`config.mk`:
```
export PLATFORM = sky130hd
export DESIGN_NAME = spi_mnrch_param_flat
export DESIGN_NICKNAME = d
export VERILOG_FILES = /design/src/rtl/spi_mnrch_param_if.sv /design/src/rtl/spi_mnrch_param.sv /design/src/flat_wrapper.sv
export SDC_FILE = /design/constraint.sdc
export NUM_CORES = 1
export LEC_CHECK = 0
export CAP_MARGIN = 20
export CORE_MARGIN = 8
export CORE_UTILIZATION = 40
export CTS_BUF_LIST = sky130_fd_sc_hd__clkbuf_16
export CTS_CLUSTER_DIAMETER = 80
export DETAILED_ROUTE_END_ITERATION = 7
export PLACE_DENSITY_LB_ADDON = 0.05
export RECOVER_POWER = 25
export SYNTH_ARGS = -nofsm -noshare
export SYNTH_HDL_FRONTEND = slang
export SYNTH_SLANG_ARGS = --single-unit
export TNS_END_PERCENT = 1
```
`constraint.sdc`:
```
create_clock -name clk -period 3.9 [get_ports clk]
set_clock_uncertainty 0.1 [all_clocks]
set_input_delay 1.17 -clock clk [delete_from_list [all_inputs] [get_ports clk]]
set_output_delay 1.17 -clock clk [all_outputs]
set_load 0.005 [all_outputs]
```
`src/rtl/spi_mnrch_param_if.sv`:
```
// Control and SPI pin bundle for spi_mnrch_param; master = the SPI engine, slave = its environment.
// The lsb_first input exists only when SPI_LSB_FIRST_EN is defined.
interface spi_mnrch_param_if #(
  parameter int DATA_W = 16,
  parameter int NUM_SS = 1
);
  localparam int SEL_W = (NUM_SS > 1) ? $clog2(NUM_SS) : 1;

  logic              snd;
  logic [DATA_W-1:0] cmd;
  logic [1:0]        mode;
  logic [SEL_W-1:0]  ss_sel;
`ifdef SPI_LSB_FIRST_EN
  logic              lsb_first;
`endif
  logic              MISO;
  logic [NUM_SS-1:0] SS_n;
  logic              SCLK;
  logic              MOSI;
  logic              busy;
  logic              done;
  logic [DATA_W-1:0] resp;

  modport master (
    input  snd, cmd, mode, ss_sel, MISO,
`ifdef SPI_LSB_FIRST_EN
    input  lsb_first,
`endif
    output SS_n, SCLK, MOSI, busy, done, resp
  );

  modport slave (
    output snd, cmd, mode, ss_sel, MISO,
`ifdef SPI_LSB_FIRST_EN
    output lsb_first,
`endif
    input  SS_n, SCLK, MOSI, busy, done, resp
  );
endinterface

```
`src/rtl/spi_mnrch_param.sv`:
```
// Parametrised SPI master: DATA_W-bit full-duplex transfers, CPOL/CPHA modes 0-3, NUM_SS selects.
// Define SPI_LSB_FIRST_EN to add the lsb_first input (LSB-first shifting in both directions).
module spi_mnrch_param #(
  parameter int DATA_W = 16,
  parameter int DIV_W  = 5,
  parameter int NUM_SS = 1
) (
  input  logic              clk,
  input  logic              rst_n,
  spi_mnrch_param_if.master bus_io
);
  localparam int SEL_W = (NUM_SS > 1) ? $clog2(NUM_SS) : 1;
  localparam int BC_W  = $clog2(DATA_W + 1);
  localparam logic [DIV_W-1:0] HALF_END = DIV_W'((1 << (DIV_W - 1)) - 1);
  localparam logic [DIV_W-1:0] PER_END  = {DIV_W{1'b1}};
  localparam logic [DIV_W-1:0] DIV_ZERO = {DIV_W{1'b0}};
  localparam logic [BC_W-1:0]  LAST_BIT = BC_W'(DATA_W - 1);

  typedef enum logic [1:0] {IDLE = 2'd0, FRONT = 2'd1, SHIFT = 2'd2, BACK = 2'd3} state_e;

  state_e            state_q, state_d;
  logic [DATA_W-1:0] shreg_q, shreg_d;
  logic [DIV_W-1:0]  div_q, div_d;
  logic [BC_W-1:0]   bit_q, bit_d;
  logic [1:0]        mode_q, mode_d;
  logic              samp_q, samp_d;
  logic              sclk_q, sclk_d;
  logic              busy_q, busy_d;
  logic              done_q, done_d;
  logic [NUM_SS-1:0] ss_n_q, ss_n_d;
  logic              lsb_s, cpol_s, cpha_s, half_end_s, per_end_s;
  logic [SEL_W-1:0]  sel_s;

`ifdef SPI_LSB_FIRST_EN
  logic lsb_q, lsb_d;
  assign lsb_s = lsb_q;
`else
  assign lsb_s = 1'b0;
`endif

  function automatic logic [DATA_W-1:0] shift_in(input logic [DATA_W-1:0] v,
                                                 input logic b, input logic lsb);
    if (lsb) begin
      return {b, v[DATA_W-1:1]};
    end else begin
      return {v[DATA_W-2:0], b};
    end
  endfunction

  assign cpol_s     = mode_q[1];
  assign cpha_s     = mode_q[0];
  assign half_end_s = (div_q == HALF_END);
  assign per_end_s  = (div_q == PER_END);
  // An index past the last select line falls back to slave 0.
  assign sel_s      = (int'(bus_io.ss_sel) < NUM_SS) ? bus_io.ss_sel : {SEL_W{1'b0}};

  // State register
  always_ff @(posedge clk or negedge rst_n) begin
    if (!rst_n) begin
      state_q <= IDLE;
    end else begin
      state_q <= state_d;
    end
  end

  // Next-state logic
  always_comb begin
    state_d = state_q;
    case (state_q)
      IDLE:    if (bus_io.snd) state_d = FRONT; else state_d = IDLE;
      FRONT:   if (half_end_s) state_d = SHIFT; else state_d = FRONT;
      SHIFT:   if (per_end_s && (bit_q == LAST_BIT)) state_d = BACK; else state_d = SHIFT;
      BACK:    if (half_end_s) state_d = IDLE; else state_d = BACK;
      default: state_d = IDLE;
    endcase
  end

  // Datapath next values: counters, SCLK edges, sampling and shifting
  always_comb begin
    shreg_d = shreg_q;
    div_d   = div_q;
    bit_d   = bit_q;
    mode_d  = mode_q;
    samp_d  = samp_q;
    sclk_d  = sclk_q;
    busy_d  = busy_q;
    done_d  = done_q;
    ss_n_d  = ss_n_q;
`ifdef SPI_LSB_FIRST_EN
    lsb_d   = lsb_q;
`endif
    case (state_q)
      IDLE: begin
        if (bus_io.snd) begin
          shreg_d = bus_io.cmd;
          mode_d  = bus_io.mode;
          div_d   = DIV_ZERO;
          bit_d   = {BC_W{1'b0}};
          ss_n_d  = ~(NUM_SS'(1'b1) << sel_s);
          sclk_d  = bus_io.mode[1];
          busy_d  = 1'b1;
          done_d  = 1'b0;
`ifdef SPI_LSB_FIRST_EN
          lsb_d   = bus_io.lsb_first;
`endif
        end else begin
          sclk_d = cpol_s;
        end
      end
      FRONT: begin
        if (half_end_s) begin
          // First leading edge of the transfer.
          div_d  = DIV_ZERO;
          sclk_d = ~cpol_s;
          if (!cpha_s) samp_d = bus_io.MISO; else samp_d = samp_q;
        end else begin
          div_d = div_q + DIV_W'(1'b1);
        end
      end
      SHIFT: begin
        div_d = div_q + DIV_W'(1'b1);
        if (half_end_s) begin
          sclk_d = cpol_s;
          if (cpha_s) samp_d = bus_io.MISO;
          else shreg_d = shift_in(shreg_q, samp_q, lsb_s);
        end else if (per_end_s) begin
          // Period boundary: CPHA=1 shifts here, including the exit edge.
          bit_d = bit_q + BC_W'(1'b1);
          if (cpha_s) shreg_d = shift_in(shreg_q, samp_q, lsb_s); else shreg_d = shreg_q;
          if (bit_q == LAST_BIT) begin
            sclk_d = cpol_s;
          end else begin
            sclk_d = ~cpol_s;
            if (!cpha_s) samp_d = bus_io.MISO; else samp_d = samp_q;
          end
        end else begin
          sclk_d = sclk_q;
        end
      end
      BACK: begin
        if (half_end_s) begin
          div_d  = DIV_ZERO;
          ss_n_d = {NUM_SS{1'b1}};
          busy_d = 1'b0;
          done_d = 1'b1;
        end else begin
          div_d = div_q + DIV_W'(1'b1);
        end
      end
      default: begin
        ss_n_d = {NUM_SS{1'b1}};
      end
    endcase
  end

  // Datapath registers
  always_ff @(posedge clk or negedge rst_n) begin
    if (!rst_n) begin
      shreg_q <= {DATA_W{1'b0}};
      div_q   <= DIV_ZERO;
      bit_q   <= {BC_W{1'b0}};
      mode_q  <= 2'b00;
      samp_q  <= 1'b0;
      sclk_q  <= 1'b0;
      busy_q  <= 1'b0;
      done_q  <= 1'b0;
      ss_n_q  <= {NUM_SS{1'b1}};
`ifdef SPI_LSB_FIRST_EN
      lsb_q   <= 1'b0;
`endif
    end else begin
      shreg_q <= shreg_d;
      div_q   <= div_d;
      bit_q   <= bit_d;
      mode_q  <= mode_d;
      samp_q  <= samp_d;
      sclk_q  <= sclk_d;
      busy_q  <= busy_d;
      done_q  <= done_d;
      ss_n_q  <= ss_n_d;
`ifdef SPI_LSB_FIRST_EN
      lsb_q   <= lsb_d;
`endif
    end
  end

  assign bus_io.SS_n = ss_n_q;
  assign bus_io.SCLK = sclk_q;
  assign bus_io.MOSI = lsb_s ? shreg_q[0] : shreg_q[DATA_W-1];
  assign bus_io.busy = busy_q;
  assign bus_io.done = done_q;
  assign bus_io.resp = shreg_q;
endmodule

```
`src/flat_wrapper.sv`:
```
// flat-port wrapper written by rule: the top's interface ports become plain ports
module spi_mnrch_param_flat 
#(
  parameter int DATA_W = 16,
  parameter int DIV_W  = 5,
  parameter int NUM_SS = 1
)
  (clk, rst_n, bus_io_snd, bus_io_cmd, bus_io_mode, bus_io_ss_sel, bus_io_MISO, bus_io_SS_n, bus_io_SCLK, bus_io_MOSI, bus_io_busy, bus_io_done, bus_io_resp);
  spi_mnrch_param_if #(.DATA_W(DATA_W), .NUM_SS(NUM_SS)) bus_io_i ();
  input  logic clk;
  input  logic rst_n;
  input wire logic [$bits(bus_io_i.snd)-1:0] bus_io_snd;
  input wire logic [$bits(bus_io_i.cmd)-1:0] bus_io_cmd;
  input wire logic [$bits(bus_io_i.mode)-1:0] bus_io_mode;
  input wire logic [$bits(bus_io_i.ss_sel)-1:0] bus_io_ss_sel;
  input wire logic [$bits(bus_io_i.MISO)-1:0] bus_io_MISO;
  output wire logic [$bits(bus_io_i.SS_n)-1:0] bus_io_SS_n;
  output wire logic [$bits(bus_io_i.SCLK)-1:0] bus_io_SCLK;
  output wire logic [$bits(bus_io_i.MOSI)-1:0] bus_io_MOSI;
  output wire logic [$bits(bus_io_i.busy)-1:0] bus_io_busy;
  output wire logic [$bits(bus_io_i.done)-1:0] bus_io_done;
  output wire logic [$bits(bus_io_i.resp)-1:0] bus_io_resp;
  assign bus_io_i.snd = bus_io_snd;
  assign bus_io_i.cmd = bus_io_cmd;
  assign bus_io_i.mode = bus_io_mode;
  assign bus_io_i.ss_sel = bus_io_ss_sel;
  assign bus_io_i.MISO = bus_io_MISO;
  assign bus_io_SS_n = bus_io_i.SS_n;
  assign bus_io_SCLK = bus_io_i.SCLK;
  assign bus_io_MOSI = bus_io_i.MOSI;
  assign bus_io_busy = bus_io_i.busy;
  assign bus_io_done = bus_io_i.done;
  assign bus_io_resp = bus_io_i.resp;
  spi_mnrch_param #(.DATA_W(DATA_W), .DIV_W(DIV_W), .NUM_SS(NUM_SS)) u_core (.clk(clk), .rst_n(rst_n), .bus_io(bus_io_i));
endmodule
```
After elaboration in Yosys (flattened, before gate mapping)
Index checks and enable logic that the tools add are counted.
- register bits: 35
- input bits: 23
- output and inout port bits: 21
- add/sub/neg operators: 2
- order comparisons: 1
- eq/ne operators: 16
- shifts and indexed selects: 1
- multiplexer cells: 39
- bitwise logic cells: 2
- reduce and logical (&&, ||, !) cells: 13
- operator list (operator ; number):
    $mux 16 ; 5
    $pmux 16 s2 ; 1
    $mux 5 ; 4
    $mux 1 ; 19
    $pmux 5 s3 ; 1
    $add 5x1->5 const B ; 2
    $eq 5x4->1 const B ; 2
    $pmux 5 s2 ; 1
    $reduce_and 5->1 ; 2
    $pmux 1 s2 ; 4
    $pmux 2 s4 ; 1
    $ne 2x1->1 const B ; 3
    $ne 3x1->1 const B ; 2
    $ne 3x2->1 const B ; 2
    $reduce_and 3->1 ; 2
    $reduce_bool 2->1 ; 3
    $eq 5x5->1 const B ; 1
    $eq 2x2->1 const B ; 2
    $mux 2 ; 2
    $ne 2x2->1 const B ; 2
    $reduce_and 4->1 ; 1
    $ne 3x3->1 const B ; 1
    $pmux 1 s3 ; 1
    $reduce_bool 3->1 ; 1
    8 further kinds ; 9

Longest topological paths before layout
- depth after elaboration: 6
- gate-level depth with buffers: 9
- gate-level depth less buffers: 7

Worst setup path before layout
OpenSTA, ideal clock, no wires.
- kind: input port to flip-flop
- from: in bus_io_snd
- to: reg u_core.bit_q[3]
- arrival time: 1979 ps
- data required time: 3731 ps
- setup slack: 1752 ps
- cell stages on the path: 4
- buffers on the path: 0
- cell sequence: mux2i_2 a21o_4 or4_1 nand3_1
- word-level cells in the longest chain between the ends: 2
- RTL lines (element ; RTL line ; source):
    from (decl) ; flat_wrapper.sv:12 ; input wire logic [$bits(bus_io_i.snd)-1:0] bus_io_snd;
    $ne 2x2->1 (no line) ; - ;
    $reduce_and 4->1 (no line) ; - ;
    to (signal assigned) ; spi_mnrch_param.sv:161 ; bit_q <= {BC_W{1'b0}};
    to (signal assigned) ; spi_mnrch_param.sv:174 ; bit_q <= bit_d;
    to (decl) ; spi_mnrch_param.sv:24 ; logic [BC_W-1:0] bit_q, bit_d;
Every way passes these cells.
A chain may end at the register's enable or synchronous reset.

Worst setup path after layout
Ends and elaborated chain as after synthesis.

==> impl_results.md <==
- Initial antenna violation count: 0
- CP Max Fanout: 9
- ANT cells: 0
- Async set-reset flop share out of synthesis: 1.000
- PwrDens: 304.9 nW/um^2
- Crit path capture type: flip-flop
- Die area: 7290 um^2
- Die outline height: 85.38 um
- Setup TNS Final: 0 ns
- Worst setup SP type: primary input
- TritonCTS sink count: 35
- Max-Cap Viols: 0
- # setup viols final: 0
- Die Width: 85.38 um
- Cts hold-fix bufs: 0
- Sw Pwr: 0.1552 mW
- Post-synthesis adder-cell area fraction: 0.07797
- Sequential fraction of the synthesis area: 0.4555
- Worst slew pin tran: 0.8941 ns
- Mapped Cells: 196
- Switch share: 0.2013
- Flop pwr share: 0.474
- Crit path cell chain: dlygate4sd3_1 -> mux2i_2 -> a21o_4 -> or4_1 -> nand3_1
- H-tree levels: 2
- DR iter-0 viols: 86
- Avg WL per Cell: 16.14 um
- Syn_nets: 231
- Buf+Inv Stages, Crit Path: 1
- Ys Warns: 0
- Hold Slack: 0.3800 ns
- Post-CTS resize count: 0
- Row Count: 25
- Unique cell type count in the Yosys netlist: 41
- Avg Synthesized Cell Area: 9.824 um^2
- Hold Path Class: reg2reg
- Reg clk slew, reported paths: 0.05 ns
- Mux share of post-synthesis cell area: 0.1137
- Via density per instance: 5.497
- Cell Area, Synth: 1926 um^2
- CTS tree: built
- Data required, critical path: 4.01 ns
- Num CTS Buffers: 5
- CP max-delay cell: dlygate4sd3_1
- Ports: 44
- Seq cells post-synth: 35
- Final Max Slew Viols: 0
- Port buffer count: 42
- Pleak: 1.195 nW
- Initial core utilization: 0.4104
- Synth Area in Compound Gates: 0.1455
- Clk pwr share: 0.484
- Comb pwr share: 0.043
- RSZ-0062 raised after global routing: false
- Status: finished clean
- CTS root buf: clkbuf_16
- Final Cycle Share: 0.7239
- Int Pwr: 0.6161 mW
- Post-DP HPWL: 3541 um
- Worst EP arrival: 2.93 ns
- Largest family of logic cells by synthesized area: simple AND/OR/NAND/NOR gates
- Routed wire length: 4745 um
- Hold Vio Cnt, Final: 0
- Routability-driven placement congestion ratio: 0.7774
- Post-CTS Setup Bufs: 0
- EDFF count, synth: 0
- Slew margin rel.: 0.4039
- Fmax: 0.3542 GHz
- Period minus WS final: 2.823 ns
- Top FF cell, synth: dfrtp_1
- Share of cells above drive strength 1: 0.07500
- Fraction of the mapped netlist area in simple logic gates: 0.1631
- Vias: 1616
- CP max stage delay: 0.70 ns
- Detailed Routing Iterations Pass 1: 4
- XOR/XNOR share of the synthesized area: 0
- Vias in the first global route: 1754
- Total track usage: 0.1391
- CORE AREA: 4692 um^2
- GRT overflow: 0
- Residual DRC: 0
- Pin count of the biggest net entering global routing: 33
- CTS Buffer Depth: 2
- Area grow syn2layout: 31.38%
- CP delay by family, top: buffers and inverters
- Peak VDD IR: 0.1645 mV
- CP Class: in2reg
- Nets: 274
- First-pass GRT wire length: 8155 um
- Skew-Pair Late Insertion Delay: 0.28 ns
- Antenna-violating nets left: 0
==> stage by stage <==
stage | total power [mW] | cells | area, um^2 | util | setup WS [ns]
finish | 0.7713 | 294 | 2530 | 0.5392 | 1.077
CTS | 0.7845 | 294 | 2534 | 0.5400 | 1.161
global route | 0.8040 | 294 | 2530 | 0.5392 | 0.9704
global placement | 0.4054 | 286 | 2396 | 0.5107 | 0.9517
detailed placement | 0.4065 | 286 | 2396 | 0.5107 | 0.8722
floorplan | 0.3736 | 196 | 1926 | - | 1.752
==> registers in the layout, indices dropped and copies added, names as in the netlist <==
register and cells:
u_core.bus_io.resp 16, u_core.mode_q 2, u_core.bus_io.SS_n 1, u_core.bus_io.done 1
u_core.bus_io.busy 1, u_core.div_q 5, u_core.bus_io.SCLK 1, u_core.bit_q 5
u_core.samp_q 1, u_core.state_q 2
==> logic make-up (layout without fill, tap and decap cells) <==
family                   Yosys count  count (layout)
AND/OR/NAND/NOR                   66              66
AO/OA/AOI/OAI                     45              45
flip-flops                        35              35
multiplexers                      21              21
buffers and inverters             17              61
adder cells (fa/ha/maj)           12              12
==> final cells by class <==
type	count	area, um^2
clock buffer	5	125.1
multi-input combinational	144	974.7
tap	54	67.56
sequential	35	877.1
clock inverter	3	12.51
inverter	7	26.28
fill	429	2162
timing repair buffer	46	446.7
==> per-layer routing <==
layer	global-route usage	routed length (um)	up-vias	part of all wire
met5	0	0	-	0
met4	0.05414	93	0	0.020
met3	0.05502	336	10	0.071
met2	0.2351	2367	44	0.50
met1	0.1529	1947	793	0.41
li1	-	-	769	-
==> placed cells by master, fill, tap and decap left out, types with 3 or more instances in the layout <==
cell type / count
o21ai_1: 3
nor2b_1: 3
nor2_1: 21
ha_1: 12
a21oi_1: 24
o21ai_0: 4
clkbuf_16: 5
clkdlybuf4s50_1: 40
buf_4: 3
nand2b_1: 7
mux2i_1: 16
dfrtp_1: 34
inv_1: 8
nand3_1: 9
mux2_2: 3
nand2_1: 16
==> power by group through the flow <==
stage,registers (mW),logic [mW],clock network (mW)
finish,0.365,0.0330,0.373
global route,0.365,0.0369,0.402
CTS,0.365,0.0350,0.384
detailed placement,0.372,0.0348,0
global placement,0.372,0.0338,0
floorplan,0.372,0.00203,0
==> cell usage after synthesis, drive strengths merged, types with 2 or more instances <==
| cell type | instances | area share |
|---|---|---|
| clkbuf | 2 | 0.0039 |
| buf | 8 | 0.027 |
| nor2 | 21 | 0.041 |
| o21ai | 7 | 0.018 |
| dfrtp | 34 | 0.44 |
| ha | 12 | 0.078 |
| mux2i | 17 | 0.090 |
| nand3b | 2 | 0.0078 |
| nor2b | 3 | 0.0097 |
| a31oi | 2 | 0.0065 |
| nor3 | 2 | 0.0052 |
| a21oi | 25 | 0.067 |
| and3 | 2 | 0.0065 |
| nand2b | 7 | 0.023 |
| inv | 7 | 0.014 |
| nand3 | 9 | 0.023 |
| mux2 | 4 | 0.023 |
| nand2 | 16 | 0.031 |
==> final timing paths <==
check | slack (ns) | depth (start not counted) | start | end
min in group asynchronous | 1.34 | 1 | rst_n | u_core.state_q[1]
max in group asynchronous | 1.47 | 2 | rst_n | u_core.bus_io.resp[9]
max reg2reg | 1.25 | 7 | u_core.state_q[0] | u_core.div_q[3]
min reg2reg | 0.38 | 2 | u_core.bit_q[4] | u_core.bit_q[4]
min | 0.38 | 2 | u_core.bit_q[4] | u_core.bit_q[4]
max | 1.08 | 5 | bus_io_snd | u_core.bit_q[3]
==> worst register-to-register path: stages, from the launching register on <==
cell      delay (ns)
dfrtp_1         0.40
inv_1           0.11
ha_1            0.75
buf_4           0.39
inv_2           0.11
a21oi_2         0.24
nand2_1         0.12
o311ai_1        0.32
Power figures use the tool's default switching activity.
